`config.mk`:
```
export PLATFORM = sky130hd
export DESIGN_NAME = frame_ddr_writer
export DESIGN_NICKNAME = d
export VERILOG_FILES = /design/src/rtl/frame_ddr_writer_pkg.sv /design/src/rtl/sync_fifo.sv /design/src/rtl/frame_ddr_writer.sv
export SDC_FILE = /design/constraint.sdc
export NUM_CORES = 1
export LEC_CHECK = 0
export BUFFER_PORTS_ARGS = -buffer_cell sky130_fd_sc_hd__buf_2
export CAP_MARGIN = 20
export CORE_MARGIN = 3
export CORE_UTILIZATION = 50
export CTS_BUF_LIST = sky130_fd_sc_hd__clkbuf_8
export CTS_CLUSTER_SIZE = 25
export DETAILED_ROUTE_END_ITERATION = 8
export GPL_TIMING_DRIVEN = 0
export PLACE_DENSITY = 0.82
export SYNTH_ARGS = -nofsm -noshare
export SYNTH_HDL_FRONTEND = slang
export SYNTH_SLANG_ARGS = --single-unit
```
`constraint.sdc`:
```
create_clock -name clk -period 4.8 [get_ports clk]
set_clock_uncertainty 0.1 [all_clocks]
set_input_delay 0.24 -clock clk [delete_from_list [all_inputs] [get_ports clk]]
set_output_delay 0.24 -clock clk [all_outputs]
set_load 0.03 [all_outputs]
```
`src/rtl/frame_ddr_writer_pkg.sv`:
```
// Shared constants for the frame-to-DDR write path:
// MIG app command codes, writer FSM encoding, point packing.
package frame_ddr_writer_pkg;

    localparam logic [2:0] APP_CMD_WRITE = 3'b000;
    localparam logic [2:0] APP_CMD_READ  = 3'b001;

    localparam logic [1:0] ST_IDLE  = 2'd0;
    localparam logic [1:0] ST_ISSUE = 2'd1;
    localparam logic [1:0] ST_DONE  = 2'd2;

    // Point packing shared with the camera and preprocessor blocks:
    // point k sits at bits [(k+1)*W-1 : k*W] of a word.
    localparam int PT_N_POINTS    = 4;
    localparam int PT_POINT_WIDTH = 8;
    localparam int PT_WORD_WIDTH  = PT_N_POINTS * PT_POINT_WIDTH;

    function automatic int point_lsb(input int k, input int w);
        return k * w;
    endfunction

endpackage

```
`src/rtl/sync_fifo.sv`:
```
// Single-clock FIFO, show-ahead read (rd_data is the head).
// Ports: push/wr_data in, pop/rd_data out, full/empty/count status.
module sync_fifo #(
    parameter int WIDTH = 33,
    parameter int DEPTH = 8,
    localparam int PW = $clog2(DEPTH)
) (
    input  logic             clk,
    input  logic             rst,
    input  logic             push,
    input  logic [WIDTH-1:0] wr_data,
    input  logic             pop,
    output logic [WIDTH-1:0] rd_data,
    output logic             full,
    output logic             empty,
    output logic [PW:0]      count
);

    logic [WIDTH-1:0] mem [DEPTH];
    logic [PW-1:0]    wr_ptr;
    logic [PW-1:0]    rd_ptr;

    always_ff @(posedge clk or posedge rst) begin
        if (rst) begin
            wr_ptr <= '0;
            rd_ptr <= '0;
            count  <= '0;
        end else begin
            if (push) wr_ptr <= wr_ptr + 1'b1;
            if (pop)  rd_ptr <= rd_ptr + 1'b1;
            unique case ({push, pop})
                2'b10:   count <= count + 1'b1;
                2'b01:   count <= count - 1'b1;
                default: ;
            endcase
        end
    end

    always_ff @(posedge clk) begin
        if (push) mem[wr_ptr] <= wr_data;
    end

    assign rd_data = mem[rd_ptr];
    assign full    = (count == (PW+1)'(DEPTH));
    assign empty   = (count == '0);

endmodule

```
`src/rtl/frame_ddr_writer.sv`:
```
// Buffers packed point words and writes them to DDR through the
// MIG app interface, ping-ponging frames between two banks.
// Ports: in_* stream in, app_* MIG write out, frame_* per-frame
// completion report, overrun sticky error, busy status.
import frame_ddr_writer_pkg::*;

module frame_ddr_writer #(
    parameter int N_POINTS    = PT_N_POINTS,
    parameter int POINT_WIDTH = PT_POINT_WIDTH,
    parameter int DATA_WIDTH  = N_POINTS * POINT_WIDTH,
    parameter int ADDR_WIDTH  = 28,
    parameter int FIFO_DEPTH  = 8,
    parameter int BASE_ADDR   = 0,
    parameter int BANK_STRIDE = 1 << 20,
    parameter int ADDR_STEP   = 8,
    parameter int FRAME_WORDS = 1 << 17,
    localparam int FWW = $clog2(FRAME_WORDS) + 1,
    localparam int CW  = $clog2(FIFO_DEPTH) + 1
) (
    input  logic                    clk,
    input  logic                    rst,
    input  logic                    init_calib_complete,
    input  logic [DATA_WIDTH-1:0]   in_data,
    input  logic                    in_valid,
    input  logic                    in_frame_end,
    output logic                    in_ready,
    output logic [ADDR_WIDTH-1:0]   app_addr,
    output logic [2:0]              app_cmd,
    output logic                    app_en,
    input  logic                    app_rdy,
    output logic [DATA_WIDTH-1:0]   app_wdf_data,
    output logic [DATA_WIDTH/8-1:0] app_wdf_mask,
    output logic                    app_wdf_wren,
    output logic                    app_wdf_end,
    input  logic                    app_wdf_rdy,
    output logic                    frame_done,
    output logic                    frame_bank,
    output logic [FWW-1:0]          frame_words,
    output logic                    overrun,
    output logic                    busy
);

    localparam logic [ADDR_WIDTH-1:0] BASE0 =
        ADDR_WIDTH'(BASE_ADDR);
    localparam logic [ADDR_WIDTH-1:0] BASE1 =
        ADDR_WIDTH'(BASE_ADDR + BANK_STRIDE);
    localparam logic [ADDR_WIDTH-1:0] STEP =
        ADDR_WIDTH'(ADDR_STEP);

    logic [1:0]            state;
    logic                  bank;
    logic                  cur_end;
    logic [ADDR_WIDTH-1:0] cur_addr;
    logic [FWW-1:0]        word_cnt;

    logic                  fifo_full;
    logic                  fifo_empty;
    logic [CW-1:0]         fifo_count;
    logic [DATA_WIDTH-1:0] head_data;
    logic                  head_end;

    logic                  push;
    logic                  pop;
    logic                  can_issue;
    logic                  start;
    logic                  word_ok;
    logic                  last;
    logic [FWW-1:0]        cnt_next;
    logic [ADDR_WIDTH-1:0] addr_next;

    assign push      = in_valid && !fifo_full;
    assign can_issue = init_calib_complete && !fifo_empty;
    assign start     = (state == ST_IDLE) && can_issue;

    // Word retires once each half of the handshake has been
    // taken, whether in separate cycles or together.
    assign word_ok   = (state == ST_ISSUE)
                    && (!app_en || app_rdy)
                    && (!app_wdf_wren || app_wdf_rdy);
    assign cnt_next  = word_cnt + 1'b1;
    assign last      = cur_end
                    || (cnt_next == FWW'(FRAME_WORDS));
    assign addr_next = cur_addr + STEP;
    assign pop       = start
                    || (word_ok && !last && can_issue);

    sync_fifo #(
        .WIDTH (DATA_WIDTH + 1),
        .DEPTH (FIFO_DEPTH)
    ) u_fifo (
        .clk     (clk),
        .rst     (rst),
        .push    (push),
        .wr_data ({in_frame_end, in_data}),
        .pop     (pop),
        .rd_data ({head_end, head_data}),
        .full    (fifo_full),
        .empty   (fifo_empty),
        .count   (fifo_count)
    );

    always_ff @(posedge clk or posedge rst) begin
        if (rst) begin
            state        <= ST_IDLE;
            bank         <= 1'b0;
            cur_end      <= 1'b0;
            cur_addr     <= BASE0;
            word_cnt     <= '0;
            app_en       <= 1'b0;
            app_wdf_wren <= 1'b0;
            app_addr     <= BASE0;
            app_wdf_data <= '0;
            frame_done   <= 1'b0;
            frame_bank   <= 1'b0;
            frame_words  <= '0;
            overrun      <= 1'b0;
        end else begin
            frame_done <= 1'b0;
            unique case (state)
                ST_IDLE: begin
                    if (start) begin
                        app_en       <= 1'b1;
                        app_wdf_wren <= 1'b1;
                        app_addr     <= cur_addr;
                        app_wdf_data <= head_data;
                        cur_end      <= head_end;
                        state        <= ST_ISSUE;
                    end
                end
                ST_ISSUE: begin
                    if (app_en && app_rdy)
                        app_en <= 1'b0;
                    if (app_wdf_wren && app_wdf_rdy)
                        app_wdf_wren <= 1'b0;
                    if (word_ok) begin
                        word_cnt <= cnt_next;
                        if (last) begin
                            state       <= ST_DONE;
                            frame_done  <= 1'b1;
                            frame_bank  <= bank;
                            frame_words <= cnt_next;
                            if (!cur_end) overrun <= 1'b1;
                        end else begin
                            cur_addr <= addr_next;
                            if (can_issue) begin
                                app_en       <= 1'b1;
                                app_wdf_wren <= 1'b1;
                                app_addr     <= addr_next;
                                app_wdf_data <= head_data;
                                cur_end      <= head_end;
                            end else begin
                                state <= ST_IDLE;
                            end
                        end
                    end
                end
                ST_DONE: begin
                    bank     <= ~bank;
                    cur_addr <= bank ? BASE0 : BASE1;
                    word_cnt <= '0;
                    state    <= ST_IDLE;
                end
                default: state <= ST_IDLE;
            endcase
        end
    end

    assign in_ready     = !fifo_full;
    assign app_cmd      = APP_CMD_WRITE;
    assign app_wdf_mask = '0;
    assign app_wdf_end  = app_wdf_wren;
    assign busy         = (fifo_count != '0)
                       || (state != ST_IDLE);

endmodule

```
# --- Word level (Yosys, flattened, before mapping) ---
# Memories as Yosys holds them, arrays and structs flattened.
# Index checks and enable logic that the tools add are counted.
op_classes:
  n_eq_ne: 11
  reduce_logical: 33
  mux: 43
  addsub: 6
  bitwise_logic: 2
op_table:
  columns: ["op", "n"]
  rows:
  - ["two-way mux 28 bit", 6]
  - ["two-way mux 32 bit", 4]
  - ["one-hot mux 28 bit (2 select lines)", 2]
  - ["one-hot mux 32 bit (2 select lines)", 1]
  - ["one-hot mux 18 bit (2 select lines)", 1]
  - ["adder 28 x 4 -> 28 bit, second input constant", 1]
  - ["two-way mux 21 bit", 1]
  - ["adder 18 x 1 -> 18 bit, second input constant", 1]
  - ["== test 18 bit, second input constant", 1]
  - ["two-way mux 1 bit", 18]
  - ["two-way mux 18 bit", 1]
  - ["logical AND 1 bit", 9]
  - ["AND reduction 3 bit", 3]
  - ["two-way mux 2 bit", 4]
  - ["inequality test 2 bit, second input constant", 4]
  - ["one-hot mux 4 bit (2 select lines)", 1]
  - ["nonzero test 2 bit", 4]
  - ["adder 3 x 1 -> 3 bit, second input constant", 2]
  - ["one-hot mux 1 bit (2 select lines)", 3]
  - ["zero test 1 bit", 5]
  - ["logical OR 1 bit", 5]
  - ["AND reduction 5 bit", 1]
  - ["adder 4 x 1 -> 4 bit, second input constant", 1]
  - ["== test 2 x 1 -> 1 bit, second input constant", 2]
  - ["11 further kinds", 14]
totals:
  ram_bits: 264
  wordCells: 112
  reg_bits: 143
  out_inout_bits: 93
  memories: 1
  in_bits: 39
mem_list:
  columns: ["name", "words", "word_bits", "rd", "rd_clocked_by_memory_dff", "write_ports", "line", "text"]
  rows:
  - ["u_fifo.mem", 8, 33, 1, 0, 1, "sync_fifo.sv:19", "logic [WIDTH-1:0] mem [DEPTH];"]

# --- Logic depth before layout (Yosys ltp) ---
depth:
  depth_word: 9
  mapped_depth: 16
  mapped_depth_nobuf: 15

# --- Hierarchy ---
# Synthesis repeated with hierarchy kept, for this count alone.
hier_totals:
  hier_cells: 1047
  area_unflattened_um2: 17267.8
by_module_without_submodules:
  columns: ["module", "seq_area_each_um2", "instances", "cells_per_inst", "area_per_inst_um2"]
  rows:
  - ["sync_fifo", 8177.8, 1, 443, 10677.7]
  - ["frame_ddr_writer", 3178.0, 1, 604, 6590.1]

# --- Least setup slack after synthesis ---
# OpenSTA, ideal clock, no wires.
synth_path:
  kind: "register -> register"
  start: "register u_fifo.count[0]"
  end: "memory u_fifo.mem[0][0], enable pin"
  required_ns: 4.194
  n_path_buf: 0
  setup_ns: 0.506
  arrival_time_ns: 4.149
  period_less_slack_ns: 4.755
  path_stages_with_launch: 5
  slack_ns: 0.045
  cell_sequence: "dfrtp_1 > nor3_1 > nand2_1 > nand2_1 > nor4_1"
synth_via:
  elab_chain_cells: 5
synth_lines:
  columns: ["item", "line", "text"]
  rows:
  - ["start, declared", "sync_fifo.sv:16", "output logic [PW:0] count"]
  - ["start signal, assigned", "sync_fifo.sv:32", "2'b10: count <= count + 1'b1;"]
  - ["start signal, assigned", "sync_fifo.sv:33", "2'b01: count <= count - 1'b1;"]
  - ["== test 4 bit", "sync_fifo.sv:44", "assign full = (count == (PW+1)'(DEPTH));"]
  - ["zero test 1 bit", null, null]
  - ["via in_ready", "frame_ddr_writer.sv:26", "output logic in_ready,"]
  - ["logical AND 1 bit", "frame_ddr_writer.sv:71", "assign push = in_valid && !fifo_full;"]
  - ["two-way mux 1 bit", "sync_fifo.sv:40", "if (push) mem[wr_ptr] <= wr_data;"]
  - ["two-way mux 1 bit (implied by the code)", "sync_fifo.sv:40", null]
  - ["end, declared", "sync_fifo.sv:19", null]
# The timed path passes the listed nets, and every way through them passes these cells.

# --- Final worst setup path ---
layout_path:
  start: "register word_cnt[1]"
  end: "register u_fifo.count[3]"
layout_via:
  elab_chain_cells: 9
  word_cells_on_any_way: 11
  cone_classes: "add/sub (1); eq/ne (3); mux (1); reduce/logical (6)"
layout_lines:
  columns: ["item", "line", "text"]
  rows:
  - ["start, declared", "frame_ddr_writer.sv:54", "logic [FWW-1:0] word_cnt;"]
  - ["start signal, assigned", "frame_ddr_writer.sv:136", "word_cnt <= cnt_next;"]
  - ["adder 18 x 1 -> 18 bit (*)", "frame_ddr_writer.sv:80", "assign cnt_next = word_cnt + 1'b1;"]
  - ["== test 18 bit (*)", "frame_ddr_writer.sv:82", "|| (cnt_next == FWW'(FRAME_WORDS));"]
  - ["logical OR 1 bit (*)", "frame_ddr_writer.sv:82", null]
  - ["zero test 1 bit (*)", "frame_ddr_writer.sv:85", "|| (word_ok && !last && can_issue);"]
  - ["logical AND 1 bit (*) (2 in a row)", "frame_ddr_writer.sv:85", null]
  - ["logical OR 1 bit (*)", "frame_ddr_writer.sv:85", null]
  - ["== test 2 x 1 -> 1 bit / == test 2 bit (equally long branches)", "sync_fifo.sv:31", "unique case ({push, pop})"]
  - ["one-hot mux 4 bit (2 select lines) / nonzero test 2 bit (equally long branches)", null, null]
# Every way passes the cells marked *; elsewhere a longest branch is shown, timed or not.
# A chain may end at the register's enable or synchronous reset.

==> impl_metrics.py <==
metrics = {
    "run_status": {
        "outcome": "completed",
    },
    "setup_path": {
        "worstRegToRegCells": 16,
        "crit_type": "flip-flop to flip-flop",
        "r2r_start": "word_cnt[1]$_DFFE_PP0P_",
        "path_cells": "ha_2 -> nand4_4 -> or4_1 -> a211oi_2 -> nand4_4 -> or3_4 -> buf_6 -> a21boi_2 -> nor2_1 -> ha_1 -> ha_1 -> a21o_1 -> a21oi_1 -> xnor2_1 -> nor2_1 -> xor2_1",
        "cpPeakStageDelay_ns": 0.51,
        "cp-end-kind": "flip-flop",
        "cp_num_buf_inv": 1,
        "required_ns": 5.19,
        "crit_family": "simple AND/OR/NAND/NOR gates",
        "critPathSlowestCell": "or4_1",
        "cp-start-kind": "flip-flop",
        "arrival_ns": 4.94,
        "critPathMaxFanout": 10,
        "regToRegSetupSlack_ns": 0.25,
        "reg2reg_to": "u_fifo.count[3]$_DFFE_PP0P_",
    },
    "power_and_ir_drop": {
        "power.density_nw_per_um2": 598.5,
        "total_power_mw": 12.97,
        "p_leak_nw": 8.110,
        "peakVddDrop_mv": 0.4658,
    },
    "floorplanning": {
        "die_y_um": 197.8,
        "core-area_um2": 35910,
        "initial_core_util": 0.5121,
        "die-area_um2": 39120,
        "fp-row-count": 69,
        "die_w_um": 197.8,
        "io_pins": 132,
    },
    "detailed_routing": {
        "dr.pass1.iters": 6,
        "detail-route-antenna-nets": 0,
        "routed_via_density": 6.225,
        "wl_um": 48520,
        "routedWlPerCell_um": 22.70,
        "drt_iter0_drc": 1493,
        "drc": 0,
        "vias": 13300,
    },
    "layout": {
        "design_area_um2": 21660,
        "fillers": 2730,
        "layout-drive-gt1-share": 0.2352,
        "most-common-layout-cells": "edfxtp_1 (264), dfrtp_1 (137), buf_2 (131)",
        "utilization": 0.6032,
        "area_growth_syn_to_layout_pct": 17.79,
        "layout.nets": 1669,
        "layout_commonest_cell": "edfxtp_1",
        "stdcell_count": 2137,
    },
    "clock_network": {
        "cts_buffers": 66,
        "clk_pin_slew_worst_paths_ns": 0.06,
        "cts_buffer_depth": 3,
        "clkSinkCount": 401,
        "cts_root_buffer": "clkbuf_8",
        "clkLatencyLatePin_ns": 0.63,
        "cts_tree": "done",
        "htreeDepth": 3,
    },
    "yosys": {
        "seq_area_frac_synth": 0.6175,
        "async_flop_share": 0.3416,
        "synthCells": 1363,
        "synth_ff_type": "edfxtp_1",
        "yosysUniqueCellTypes": 69,
        "synth_edf_count": 264,
        "synth.avg_cell_area_um2": 13.49,
        "ys_warn_count": 0,
        "syn-cell-area_um2": 18390,
        "synth_seq_cells": 401,
    },
    "place": {
        "dp.cells": 1975,
        "io_buffers": 121,
        "gp_congestion": 0.9353,
        "pre_cts_slack_ns": -0.1002,
        "dpl_cell_area_um2": 19950,
        "hpwl_um": 33030,
    },
    "global_route": {
        "grt.met3_usage": 0.06279,
        "grt_util_met2": 0.4102,
        "top_usage_layer": "met2",
        "gr-usage-met1": 0.3245,
        "grt_pass1_wl_um": 75600,
        "antenna_found_initial": 1,
        "first_global_vias": 13420,
        "gr-total-overflow": 0,
        "grt_max_degree": 71,
        "track_usage": 0.2490,
    },
    "timing": {
        "hold_violations": 0,
        "rsz0062_at_grt": "false",
        "fmax_mhz": 219.6,
        "setup_ws_ns": 0.2470,
        "timing.hold.ws_ns": 0.1511,
        "tns_ns": 0,
        "tightest_slew_ns": 1.215,
        "period_share": 0.9485,
        "setup_viol": 0,
        "slew_viol_final": 0,
        "max-slew-margin-rel": 0.1898,
        "final.min_clock_period_ns": 4.553,
    },
    "hold_path": {
        "min_path_type": "input port to asynchronous set/reset pin",
    },
    "run": {
        "drv_cap": 0,
    },
}
==> Yosys cell counts (8+ instances only) <==
cell      count  area (µm²)
nor4_1       11       68.82
or3_1        17       106.4
nand3_1     113       565.5
inv_1        15       56.30
nand2_1     103       386.6
a221oi_1     45       394.1
and3_1       21       131.4
o211ai_1     39       292.8
o311ai_0     14       122.6
mux2_2       34       382.9
edfxtp_1    264        7928
buf_1        17       63.81
buf_4        13       97.59
nand4_1      13       81.33
nor3_1       21       105.1
xnor2_1      26       227.7
o31ai_1      21       157.7
o21ai_0      29       145.1
nor2_1       88       330.3
clkbuf_1     71       266.5
a21oi_1      17       85.08
or4_1        13       97.59
mux4_2       66        1486
xor2_1       21       183.9
ha_1          8       100.1
a211oi_1     11       82.58
buf_2        10       50.05
mux2_1       14       157.7
dfrtp_1     137        3428
==> flip-flops by register name, indices dropped and copies added (netlist names), 2 cells and up <==
register and count:
app_wdf_data 32, state 2, u_fifo.count 4, word_cnt 18, u_fifo.rd_ptr 3, u_fifo.wr_ptr 3
cur_addr 25, frame_words 18, u_fifo.mem 264, app_addr 25
==> worst max path at each step <==
stage                                     start                           to  slack (ns)  depth (start not counted)
detailed placement      word_cnt[1]$_DFFE_PP0P_  u_fifo.count[3]$_DFFE_PP0P_       -0.10                         16
global placement    u_fifo.count[0]$_DFFE_PP0P_   u_fifo.mem[0][7]$_DFFE_PP_       -2.99                          4
finish                  word_cnt[1]$_DFFE_PP0P_  u_fifo.count[3]$_DFFE_PP0P_        0.25                         16
CTS                     word_cnt[1]$_DFFE_PP0P_  u_fifo.count[3]$_DFFE_PP0P_        0.03                         16
global route            word_cnt[1]$_DFFE_PP0P_  u_fifo.count[3]$_DFFE_PP0P_        0.05                         16
floorplan           u_fifo.count[0]$_DFFE_PP0P_   u_fifo.mem[0][0]$_DFFE_PP_        0.05                          4
==> routing by layer <==
metal	wire, µm	vias to the layer above
met1	18510	6636
met2	23940	721
met3	4686	120
met4	1379	0
li1	-	5825
met5	0	-
==> worst reg2reg max path, stage by stage (launching register included) <==
cell	delay, ns
dfrtp_1	0.47
ha_2	0.33
nand4_4	0.18
or4_1	0.52
a211oi_2	0.33
nand4_4	0.27
or3_4	0.47
buf_6	0.18
a21boi_2	0.28
nor2_1	0.09
ha_1	0.25
ha_1	0.28
a21o_1	0.18
a21oi_1	0.19
xnor2_1	0.14
nor2_1	0.06
xor2_1	0.14
==> logic make-up after synthesis <==
| kind of cell | Yosys count | synth area share |
|---|---|---|
| buf+inv | 134 | 0.03327 |
| xor+xnor | 47 | 0.02238 |
| flops | 401 | 0.6175 |
| simple gates | 432 | 0.1158 |
| compound gates | 218 | 0.09035 |
| fa+ha+maj | 9 | 0.006531 |
| mux | 121 | 0.1140 |
| other cells | 1 | 0.0002039 |
==> what timing repair did <==
item	in CTS	in global routing
cloned	0	0
hold endpoints to repair	335	0
hold buffers	38	0
setup endpoints to repair	1	1
setup buffers	0	0
resized for setup	1	4
==> power by group <==
part	switching [mW]	leakage, nW	internal [mW]
Clock	1.39	0.777	1.52
Combinational	3.26	3.21	1.96
Sequential	0.435	4.12	4.40
==> final cells by class <==
type                    count  area [µm²]  area share
repair buffers            181        1287     0.05943
flip-flops and latches    401       11360      0.5242
clock inverters            43       209.0    0.009645
plain buffers             119       555.5     0.02564
diodes                      1       2.502   0.0001155
well taps                 461       576.8     0.02663
inverters                  15       61.31    0.002830
multi-input cells         837        6528      0.3013
clock buffers              79        1087     0.05019
Note: power is estimated with default switching activity, not from simulation.
